[src/rtl/nibble_port_tx.sv]
// Return-path nibble transmitter: sends a word MS nibble first over a 4-bit port
// using a toggle-tag / echo-ack handshake with a synchronized host ack.
module nibble_port_tx #(
    parameter int unsigned NIBBLES      = 4,
    parameter int unsigned SETUP_CYCLES = 2,
    parameter int unsigned TIMEOUT      = 1000000
) (
    input  logic                 clock,
    input  logic                 reset_n,
    input  logic                 start,
    input  logic [4*NIBBLES-1:0] word,
    output logic                 ready,
    output logic                 done,
    output logic                 error,
    input  logic                 port_ack_in,
    output logic [3:0]           port_data,
    output logic                 port_tag
);

    localparam int unsigned W  = 4 * NIBBLES;
    localparam int unsigned SW = (SETUP_CYCLES > 1) ? $clog2(SETUP_CYCLES) : 1;
    localparam int unsigned NW = (NIBBLES > 1) ? $clog2(NIBBLES) : 1;
    localparam logic [SW-1:0] SetupLoad = SW'(SETUP_CYCLES - 1);
    localparam logic [NW-1:0] NibLoad   = NW'(NIBBLES - 1);
    localparam logic [31:0]   TmoLast   = 32'(TIMEOUT - 1);

    typedef enum logic [1:0] {StIdle, StSetup, StWaitAck} state_e;

    state_e        state_q, state_d;
    logic          ack_meta_q, ack_s_q;
    logic [W-1:0]  shreg_q, shreg_d;
    logic [3:0]    data_q, data_d;
    logic          tag_q, tag_d;
    logic [SW-1:0] setup_q, setup_d;
    logic [NW-1:0] nib_q, nib_d;
    logic [31:0]   tmo_q, tmo_d;
    logic          done_q, done_d;
    logic          error_q, error_d;
    logic [W-1:0]  shifted;

    assign shifted = shreg_q << 4;

    always_comb begin
        state_d = state_q;
        shreg_d = shreg_q;
        data_d  = data_q;
        tag_d   = tag_q;
        setup_d = setup_q;
        nib_d   = nib_q;
        tmo_d   = tmo_q;
        done_d  = 1'b0;
        error_d = 1'b0;
        unique case (state_q)
            StIdle: begin
                if (start) begin
                    shreg_d = word;
                    data_d  = word[W-1 -: 4];
                    nib_d   = NibLoad;
                    setup_d = SetupLoad;
                    state_d = StSetup;
                end
            end
            StSetup: begin
                if (setup_q == '0) begin
                    tag_d   = ~tag_q;
                    tmo_d   = '0;
                    state_d = StWaitAck;
                end else begin
                    setup_d = setup_q - 1'b1;
                end
            end
            StWaitAck: begin
                // An ack on the final timeout edge still counts as an ack.
                if (ack_s_q == tag_q) begin
                    if (nib_q == '0) begin
                        done_d  = 1'b1;
                        state_d = StIdle;
                    end else begin
                        shreg_d = shifted;
                        data_d  = shifted[W-1 -: 4];
                        nib_d   = nib_q - 1'b1;
                        setup_d = SetupLoad;
                        state_d = StSetup;
                    end
                end else if ((TIMEOUT != 0) && (tmo_q == TmoLast)) begin
                    error_d = 1'b1;
                    // Retract the tag so tag == ack_s holds again in idle.
                    tag_d   = ack_s_q;
                    state_d = StIdle;
                end else begin
                    tmo_d = tmo_q + 32'd1;
                end
            end
            default: state_d = StIdle;
        endcase
    end

    always_ff @(posedge clock or negedge reset_n) begin
        if (!reset_n) begin
            state_q    <= StIdle;
            ack_meta_q <= 1'b0;
            ack_s_q    <= 1'b0;
            shreg_q    <= '0;
            data_q     <= '0;
            tag_q      <= 1'b0;
            setup_q    <= '0;
            nib_q      <= '0;
            tmo_q      <= '0;
            done_q     <= 1'b0;
            error_q    <= 1'b0;
        end else begin
            state_q    <= state_d;
            ack_meta_q <= port_ack_in;
            ack_s_q    <= ack_meta_q;
            shreg_q    <= shreg_d;
            data_q     <= data_d;
            tag_q      <= tag_d;
            setup_q    <= setup_d;
            nib_q      <= nib_d;
            tmo_q      <= tmo_d;
            done_q     <= done_d;
            error_q    <= error_d;
        end
    end

    assign ready     = (state_q == StIdle);
    assign done      = done_q;
    assign error     = error_q;
    assign port_data = data_q;
    assign port_tag  = tag_q;

endmodule

[config.mk]
export PLATFORM = sky130hd
export DESIGN_NAME = nibble_port_tx
export DESIGN_NICKNAME = d
export VERILOG_FILES = /design/src/rtl/nibble_port_tx.sv
export SDC_FILE = /design/constraint.sdc
export NUM_CORES = 1
export LEC_CHECK = 0
export ABC_CLOCK_PERIOD_IN_PS = 2110
export BUFFER_PORTS_ARGS = -buffer_cell sky130_fd_sc_hd__buf_2
export CORE_MARGIN = 2
export CORE_UTILIZATION = 59
export CTS_CLUSTER_SIZE = 24
export DETAILED_ROUTE_END_ITERATION = 10
export PLACE_DENSITY = 0.82
export REMOVE_ABC_BUFFERS = 1
export SLEW_MARGIN = 30
export SYNTH_ARGS = -nofsm -noshare
export SYNTH_HDL_FRONTEND = slang
export SYNTH_SLANG_ARGS = --single-unit
[constraint.sdc]
create_clock -name clock -period 2.11 [get_ports clock]
set_input_delay 0 -clock clock [delete_from_list [all_inputs] [get_ports clock]]
set_output_delay 0 -clock clock [all_outputs]
set_load 0.005 [all_outputs]
==> impl_metrics.ini, run 1 <==
[run_status]
status = finished clean

[flow_run]
cap_violations = 0

[synthesis]
yosysTopAreaCell = dfrtp_1
ys_top_cells_by_area = dfrtp_1, o21ai_0, nand2_1, a31oi_1, nor2_1
ys_async_sr_fraction_pct = 100
yosysSeqAreaShare_pct = 46.0
ys_types = 44
synth_ff_type = dfrtp_1
ys_warn_count = 0
syn_inst = 361
synth_edf_count = 0
synth.most_common_cell = dfrtp_1
synth-seq-cells = 58
synth.avg_cell_area_um2 = 8.74
yosysTopAreaCellShare_pct = 46.0
netlist_top_cells_count = dfrtp_1, nand2_1, o21ai_0, nor2_1, a31oi_1
syn_area_mm2 = 0.00316

[die]
core_area_mm2 = 0.00514
start_util_pct = 61.4
num_rows = 26
die_y_um = 77.1
ios = 28
die_area_mm2 = 0.00595
fp.dieW_um = 77.1

[sta]
tightestPinTransition_ns = 0.734
min_period_ns = 2.01
max-slew-margin-rel_pct = 51.1
hold_viol_final = 0
tns_ns = 0
skew_ns = 0.00923
period_share_pct = 95.4
slew_violations = 0
fmax_mhz = 497
final-setup-viol-count = 0

[detailed_routing]
vias = 2938
drt-met1-wl_um = 3520
wl_met3_um = 312
dr_wl_met2_um = 3870
routedWlPerCell_um = 16.1
drc_errors = 0
viasPerCell = 6.06
postRouteAntennaNets = 0
dr.pass1.iters = 4
wl_um = 7800
drt_iter0_drc = 289
highest_layer = met4

[pwr]
pwr-share-comb_pct = 32.4
seq_power_share_pct = 38.7
max-vdd-ir-drop_v = 0.000569
pwr-share-clk_pct = 28.9
p_leak_nw = 1.69
p_int_mw = 2.47
switching_share_pct = 35.0
cellPowerDensity_mw_per_mm2 = 993
switching_power_mw = 1.33

[critical_path]
crit_required_ns = 2.33
cp_max_fo = 14
crit_type = reg2reg
critPathBufInv = 1
critPathTopFamily = simple AND/OR/NAND/NOR gates
rr_worst_depth = 6
crit_chain = nand4_1 -> or3_4 -> nor4_4 -> nand2b_1 -> buf_4 -> o21ai_0
critPathMaxStageDelay_ns = 0.44
crit_path_top_delay_cell = dfrtp_1
end_kind = flip-flop
start_kind = flip-flop
cp.depth = 6
arrival_ns = 2.23

[clock_network]
numCtsBuffers = 9
path_clk_slew_ns = 0.07
cts_root_buf = clkbuf_8
ctsHtreeMaxLevel = 3
cts_buffer_depth = 2
clk_latency_ns = 0.34
cts_tree = built
numClockSinks = 58

[global_route]
grt_max_degree = 35
grt_pass1_wl_um = 13500
grt_overflow = 0
antenna_found_initial = 0
grt_pass1_vias = 2846
grt_usage_pct = 28.1

[finish]
final_layout_size_suffix_gt1_share_pct = 18.8
nets = 433
stdcell_count = 485
diodes = 0
n_fill_cell = 379
syn_to_final_growth_pct = 21.0
final_cell_area_mm2 = 0.00382

[placed_design]
io_buffers = 27
dp_hpwl_um = 4960
place_inst = 451
gp_congestion = 0.903
place_area_mm2 = 0.00341

[hold_path]
hold_class = in2reg
hold_depth = 4
[sequential cells by signal (all words and copies together) (netlist names)]
name        count
done            1
ack_meta_q      1
port_data       4
error           1
nib_q           2
ack_s_q         1
port_tag        1
state_q         2
setup_q         1
tmo_q          32
shreg_q        12
[final timing paths]
| path | start | slack, ns | endpoint |
|---|---|---|---|
| setup / recovery | tmo_q[17] | 0.1 | tmo_q[2] |
| hold / removal | start | 0.11 | state_q[0] |
| setup reg to reg | tmo_q[17] | 0.1 | tmo_q[2] |
| hold reg to reg | ack_meta_q | 0.35 | ack_s_q |
| max in group asynchronous | reset_n | 1.17 | tmo_q[0] |
| min in group asynchronous | reset_n | 0.26 | port_data[2] |
[metal layers]
layer | global-route usage (%) | vias to the layer above
li1 | - | 1417
met2 | 45.9 | 84
met5 | 0 | -
met4 | 11.3 | 0
met3 | 4.24 | 11
met1 | 37.7 | 1426
[kinds of logic after synthesis]
family	after synthesis	synth area share, %
mux	2	0.634
fa+ha+maj	2	0.793
compound gates	102	19.9
xor+xnor	2	0.555
simple gates	153	26.0
buf+inv	42	6.10
flops	58	46.0
[power groups by stage]
stage	Clock [mW]	Combinational [mW]	Sequential, mW
floorplan	0	0.674	1.49
global placement	0	1.12	1.46
detailed placement	0	1.16	1.48
CTS	1.10	1.19	1.46
global route	1.15	1.38	1.49
finish	1.10	1.23	1.47
[layout make-up]
class | count | area [um^2] | area share [%]
Multi-Input combinational cell | 261 | 1520 | 39.9
Sequential cell | 58 | 1450 | 38.0
Timing Repair Buffer | 67 | 497 | 13.0
Clock buffer | 9 | 124 | 3.24
Tap cell | 70 | 87.6 | 2.29
Clock inverter | 6 | 82.6 | 2.16
Inverter | 14 | 52.6 | 1.38
[cells in the final DEF (no fill, tap or decap), types with 2 or more instances in the layout]
cell type      synthesis  layout
and4_1                 2       2
ha_1                   2       2
o31ai_1               15      15
clkinv_2               0       3
nand4_1               13      13
dlygate4sd3_1          0      18
a31oi_1               24      24
nand2_1               43      43
nor2b_1                2       2
buf_2                 10      27
nor4_4                 2       2
bufinv_16              0       2
nor4_1                 7       7
nand3_1               18      18
mux2i_1                2       2
nor2_1                33      32
a41oi_1                4       4
nand4_2                2       2
nor3_1                 6       6
clkbuf_8               0       9
o21ai_0               39      39
inv_1                 14      14
nor4b_1                4       4
a21oi_1                9       9
and3_1                 7       7
o22ai_1                2       2
nand2b_1               4       4
dfrtp_1               58      57
and2_1                 4       4
buf_4                  2      20
[metrics by stage]
stage / setup WS [ns] / power (mW) / util [%] / hold WS, ns
after floorplan: -0.604 / 2.16 / - / -0.296
after global placement: 0.167 / 2.58 / 66.4 / 0.0983
after detailed placement: 0.0904 / 2.65 / 66.4 / 0.101
after CTS: 0.0740 / 3.76 / 73.9 / 0.104
after global routing: -0.0130 / 4.02 / 74.3 / 0.152
final: 0.0961 / 3.79 / 74.3 / 0.108
[worst reg2reg max path, stage by stage (launching register included)]
cell and delay, ns:
dfrtp_1 0.44, nand4_1 0.20, or3_4 0.42, nor4_4 0.33, nand2b_1 0.18, buf_4 0.21, o21ai_0 0.11
[repair_timing]
item	CTS	global route
setup endpoints to repair	0	21
gates resized for setup	0	3
hold buffers	18	0
buffers inserted	0	1
endpoints found under the hold margin	49	0
(Power assumes the default switching activity.)
==> run 2: changes to the inputs <==
Settings changed: ABC_CLOCK_PERIOD_IN_PS 2110 to 2500, CORE_UTILIZATION 59 to 64, GPL_TIMING_DRIVEN set to 0, PLACE_DENSITY 0.82 to 0.88.
Clock period 2.11 ns to 2.5 ns, I/O delays scaled along.
==> impl_metrics.ini, run 2 (synthesized netlist as in run 1, its figures left out) <==
[run_status]
status = finished clean

[placed_design]
io_buffers = 27
gp_congestion = 0.878
place_area_mm2 = 0.00327
dp_hpwl_um = 4390
preCtsSetupSlack_ns = -0.482

[hold_path]
hold_path_startpoint = start
hold_depth = 4
hold_class = in2reg
hold_path_end = state_q[0]

[clock_network]
cts_root_buf = clkbuf_8
cts_buffer_depth = 2
ctsHtreeMaxLevel = 3
path_clk_slew_ns = 0.06
numClockSinks = 58
numCtsBuffers = 9
cts_tree = built
clk_latency_ns = 0.34

[critical_path]
critPathMaxStageDelay_ns = 0.71
crit_path_top_delay_cell = nor4_4
arrival_ns = 2.61
r2r_slack_ns = 0.16
rr_worst_depth = 5
crit_top_cell = nand4_1
reg2reg_from = tmo_q[10]
crit_required_ns = 2.77
start_kind = flip-flop
r2r-end = tmo_q[30]
crit_chain = nand4_1 -> nor4_4 -> nand4_1 -> or4b_1 -> o21ai_1
cp_max_fo = 14
end_kind = flip-flop
crit_type = reg2reg

[finish]
final_layout_size_suffix_gt1_share_pct = 15.2
layout_commonest_cell = dfrtp_1
largest-register = tmo_q
largest_register_ff_count = 32
diodes = 0
final_cell_area_mm2 = 0.00370
syn_to_final_growth_pct = 17.3
final_cell_mix = dfrtp_1, nand2_1, o21ai_0
nets = 414

[detailed_routing]
vias = 2990
wl_um = 7860
viasPerCell = 6.47
routedWlPerCell_um = 17.0
drt_iter0_drc = 332
postRouteAntennaNets = 0
drc_errors = 0
dr.pass1.iters = 4

[pwr]
p_leak_nw = 1.61
max-vdd-ir-drop_v = 0.000619
cellPowerDensity_mw_per_mm2 = 846

[sta]
final-setup-viol-count = 0
hold_viol_final = 0
period_share_pct = 93.5
max-slew-margin-rel_pct = 51.9
skew_ns = 0.00847
fin_ws_ns = 0.162
min_period_ns = 2.34
fmax_mhz = 428
slew_violations = 0
tightestPinTransition_ns = 0.716
rsz0062_at_grt = false

[global_route]
grt_overflow = 0
grt_usage_pct = 29.8
antenna_found_initial = 0
grt_max_degree = 59
grt_pass1_vias = 2700
grt_pass1_wl_um = 12400

[die]
die_y_um = 74.2
num_rows = 25
die_area_mm2 = 0.00551
start_util_pct = 66.4
core_area_mm2 = 0.00475
ios = 28
fp.dieW_um = 74.2

[flow_run]
cap_violations = 0
[run 2: report_power, final]
part	leakage (nW)	switching, mW	internal (mW)
clock network	0.101	0.358	0.500
logic	0.757	0.606	0.383
registers	0.748	0.166	1.12
[run 2: how the worst max path moves through the flow]
stage / start / endpoint / slack, ns / cells past startpoint
2_1_floorplan: state_q[1] / tmo_q[25] / -0.21 / 5
3_5_place_dp: state_q[0] / tmo_q[17] / -0.48 / 4
5_1_grt: tmo_q[6] / tmo_q[30] / 0.05 / 5
4_1_cts: tmo_q[0] / tmo_q[30] / 0.03 / 6
6_report: tmo_q[10] / tmo_q[30] / 0.16 / 5
3_3_place_gp: state_q[1] / tmo_q[23] / -1.44 / 5
[run 2: routing by layer]
layer / part of all wire, % / vias up / global-route usage, %
met4: 2.4 / 0 / 14.1
met1: 43 / 1436 / 37.2
met5: 0 / - / 0
met2: 49 / 141 / 49.2
li1: - / 1388 / -
met3: 6.4 / 25 / 6.91
[run 2: what timing repair did]
item | CTS | global route
buffers inserted | 0 | 1
hold buffers | 18 | 0
endpoints found under the hold margin | 75 | 0
pin swaps | 0 | 2
setup endpoints to repair | 33 | 15
cloned | 0 | 1
gates resized for setup | 4 | 2
[run 2: cell type report]
class	instances	area, um^2
tap	67	83.8
sequential	58	1450
inverter	14	52.6
clock buffer	11	151
clock inverter	3	40.0
fill	318	1050
multi-input combinational	262	1570
timing repair buffer	47	353
[run 2: critical path, delay by kind of cell, from the launching register on]
family             cells  cell delay [ns]
and+or+nand+nor        4             1.64
DFF                    1             0.53
AOI/OAI and AO/OA      1             0.09
[run 2: per-stage QoR]
step                      hold WS [ns]  std cells  total power, mW  util, %  TNS (ns)
final                            0.127        462             3.13     77.9         0
after floorplan                 -0.296        333             1.82        -     -5.80
after detailed placement         0.102        428             2.14     68.8     -8.96
after CTS                        0.128        460             3.03     76.9         0
after global placement           0.109        427             2.05     68.1    -49.07
after global routing             0.180        462             3.30     77.9         0
==> run 3: changes to the inputs <==
Settings changed: ABC_CLOCK_PERIOD_IN_PS 2500 to 2600, CORE_UTILIZATION 64 to 59, PLACE_DENSITY 0.88 to 0.82, REMOVE_ABC_BUFFERS 1 to unset.
Clock period 2.5 ns to 2.6 ns, I/O delays scaled along.
==> impl_metrics.ini, run 3 (synthesized netlist as in run 1, its figures left out) <==
[die]
start_util_pct = 61.4
core_area_mm2 = 0.00514
die_area_mm2 = 0.00595
num_rows = 26
ios = 28
die_y_um = 77.1
fp.dieW_um = 77.1

[sta]
period_share_pct = 90.1
tns_ns = 0
final-setup-viol-count = 0
fmax_mhz = 427
hold_viol_final = 0
max-slew-margin-rel_pct = 50.1
slew_violations = 0
rsz0062_at_grt = false
tightestPinTransition_ns = 0.748
timing.hold.ws_ns = 0.0813
min_period_ns = 2.34
skew_ns = 0.00998

[finish]
stdcell_count = 492
diodes = 0
largest_register_ff_count = 32
final_cell_mix = dfrtp_1, nand2_1, o21ai_0
syn_to_final_growth_pct = 19.3
layout_commonest_cell = dfrtp_1
nets = 439
final_layout_size_suffix_gt1_share_pct = 16.1
largest-register = tmo_q

[clock_network]
numCtsBuffers = 9
clk_latency_ns = 0.35
cts_resized = 0
ctsHtreeMaxLevel = 3
cts_root_buf = clkbuf_8
cts_buffer_depth = 2
path_clk_slew_ns = 0.07
cts_tree = built
numClockSinks = 58

[global_route]
antenna_found_initial = 0
grt_max_degree = 59
grt_overflow = 0
grt_usage_pct = 30.0
grt_pass1_vias = 2950
grt_pass1_wl_um = 14000

[pwr]
max-vdd-ir-drop_v = 0.000463
cellPowerDensity_mw_per_mm2 = 811
p_leak_nw = 1.64

[detailed_routing]
viasPerCell = 6.33
postRouteAntennaNets = 0
routedWlPerCell_um = 17.2
drt_iter0_drc = 367
drc_errors = 0
dr.pass1.iters = 7
wl_um = 8470
vias = 3112

[critical_path]
start_kind = flip-flop
cp.depth = 6
crit_path_top_delay_cell = nor2_1
crit_type = reg2reg
critPathMaxStageDelay_ns = 0.47
critPathBufInv = 2
cp_max_fo = 10
critPathTopFamily = buffers and inverters
crit_end = port_data[0]
rr_worst_depth = 6
r2r-end = port_data[0]
end_kind = flip-flop
crit_top_cell = a31oi_1
crit_required_ns = 2.80
reg2reg_from = port_tag
critPathLaunch = port_tag
arrival_ns = 2.55
crit_chain = buf_2 -> xnor2_1 -> a31oi_1 -> nor2_1 -> clkbuf_1 -> a31oi_1
r2r_slack_ns = 0.26

[placed_design]
gp_congestion = 0.879
place_inst = 458
dp_hpwl_um = 5310
io_buffers = 27

[synthesis]
syn_nets = 383

[run_status]
status = finished clean

[hold_path]
hold_class = in2reg

[flow_run]
cap_violations = 0
## run 3: changes by cell type in the layout (fill, tap and decap cells not counted), sizes merged
cell,before,now
clkbuf,11,24
buf,29,41
clkinvlp,0,3
nand2b,6,5
## run 3: layout make-up
type / count / area (um^2)
sequential: 58 / 1450
inverter: 14 / 52.6
clock buffer: 10 / 138
multi-input combinational: 261 / 1510
fill: 401 / 1370
buffer: 28 / 140
clock inverter: 6 / 66.3
timing repair buffer: 45 / 318
tap: 70 / 87.6
## run 3: worst min-delay path: cells and delay by family
family          cells  cell delay [ns]
compound gates      2             0.19
simple gates        1             0.12
buf+inv             1             0.07
## run 3: power by group
group / leakage (nW) / internal [mW] / switching, mW
Sequential: 0.748 / 1.08 / 0.115
Combinational: 0.800 / 0.365 / 0.637
Clock: 0.0945 / 0.467 / 0.395
Total: 1.64 / 1.91 / 1.15
## run 3: metal layers
metal	vias to the layer above	wire length [um]	track usage [%]
li1	1434	-	-
met1	1514	3510	38.7
met2	143	4230	48.7
met3	21	559	6.71
met4	0	178	12.7
met5	-	0	0
## run 3: metrics by stage
stage | power [mW] | setup WS, ns | area [um^2] | util [%]
6_report | 3.06 | 0.257 | 3770 | 73.3
5_1_grt | 3.23 | 0.0176 | 3770 | 73.3
2_1_floorplan | 1.84 | 0.703 | 3160 | -
4_1_cts | 3.04 | 0.288 | 3770 | 73.3
3_3_place_gp | 2.11 | 0.372 | 3380 | 65.7
3_5_place_dp | 2.16 | 0.309 | 3380 | 65.8
## run 3: how the worst min path moves through the flow
stage	cells past startpoint	end	startpoint
floorplan	0	ack_meta_q	reset_n
global placement	1	ack_meta_q	port_ack_in
detailed placement	1	tmo_q[16]	reset_n
CTS	4	state_q[0]	start
global route	4	state_q[0]	start
finish	4	state_q[0]	start
## run 3: what timing repair did
action,CTS,global route
setup buffers,0,0
setup endpoints to repair,0,0
hold endpoints to repair,75,0
hold buffers,18,0
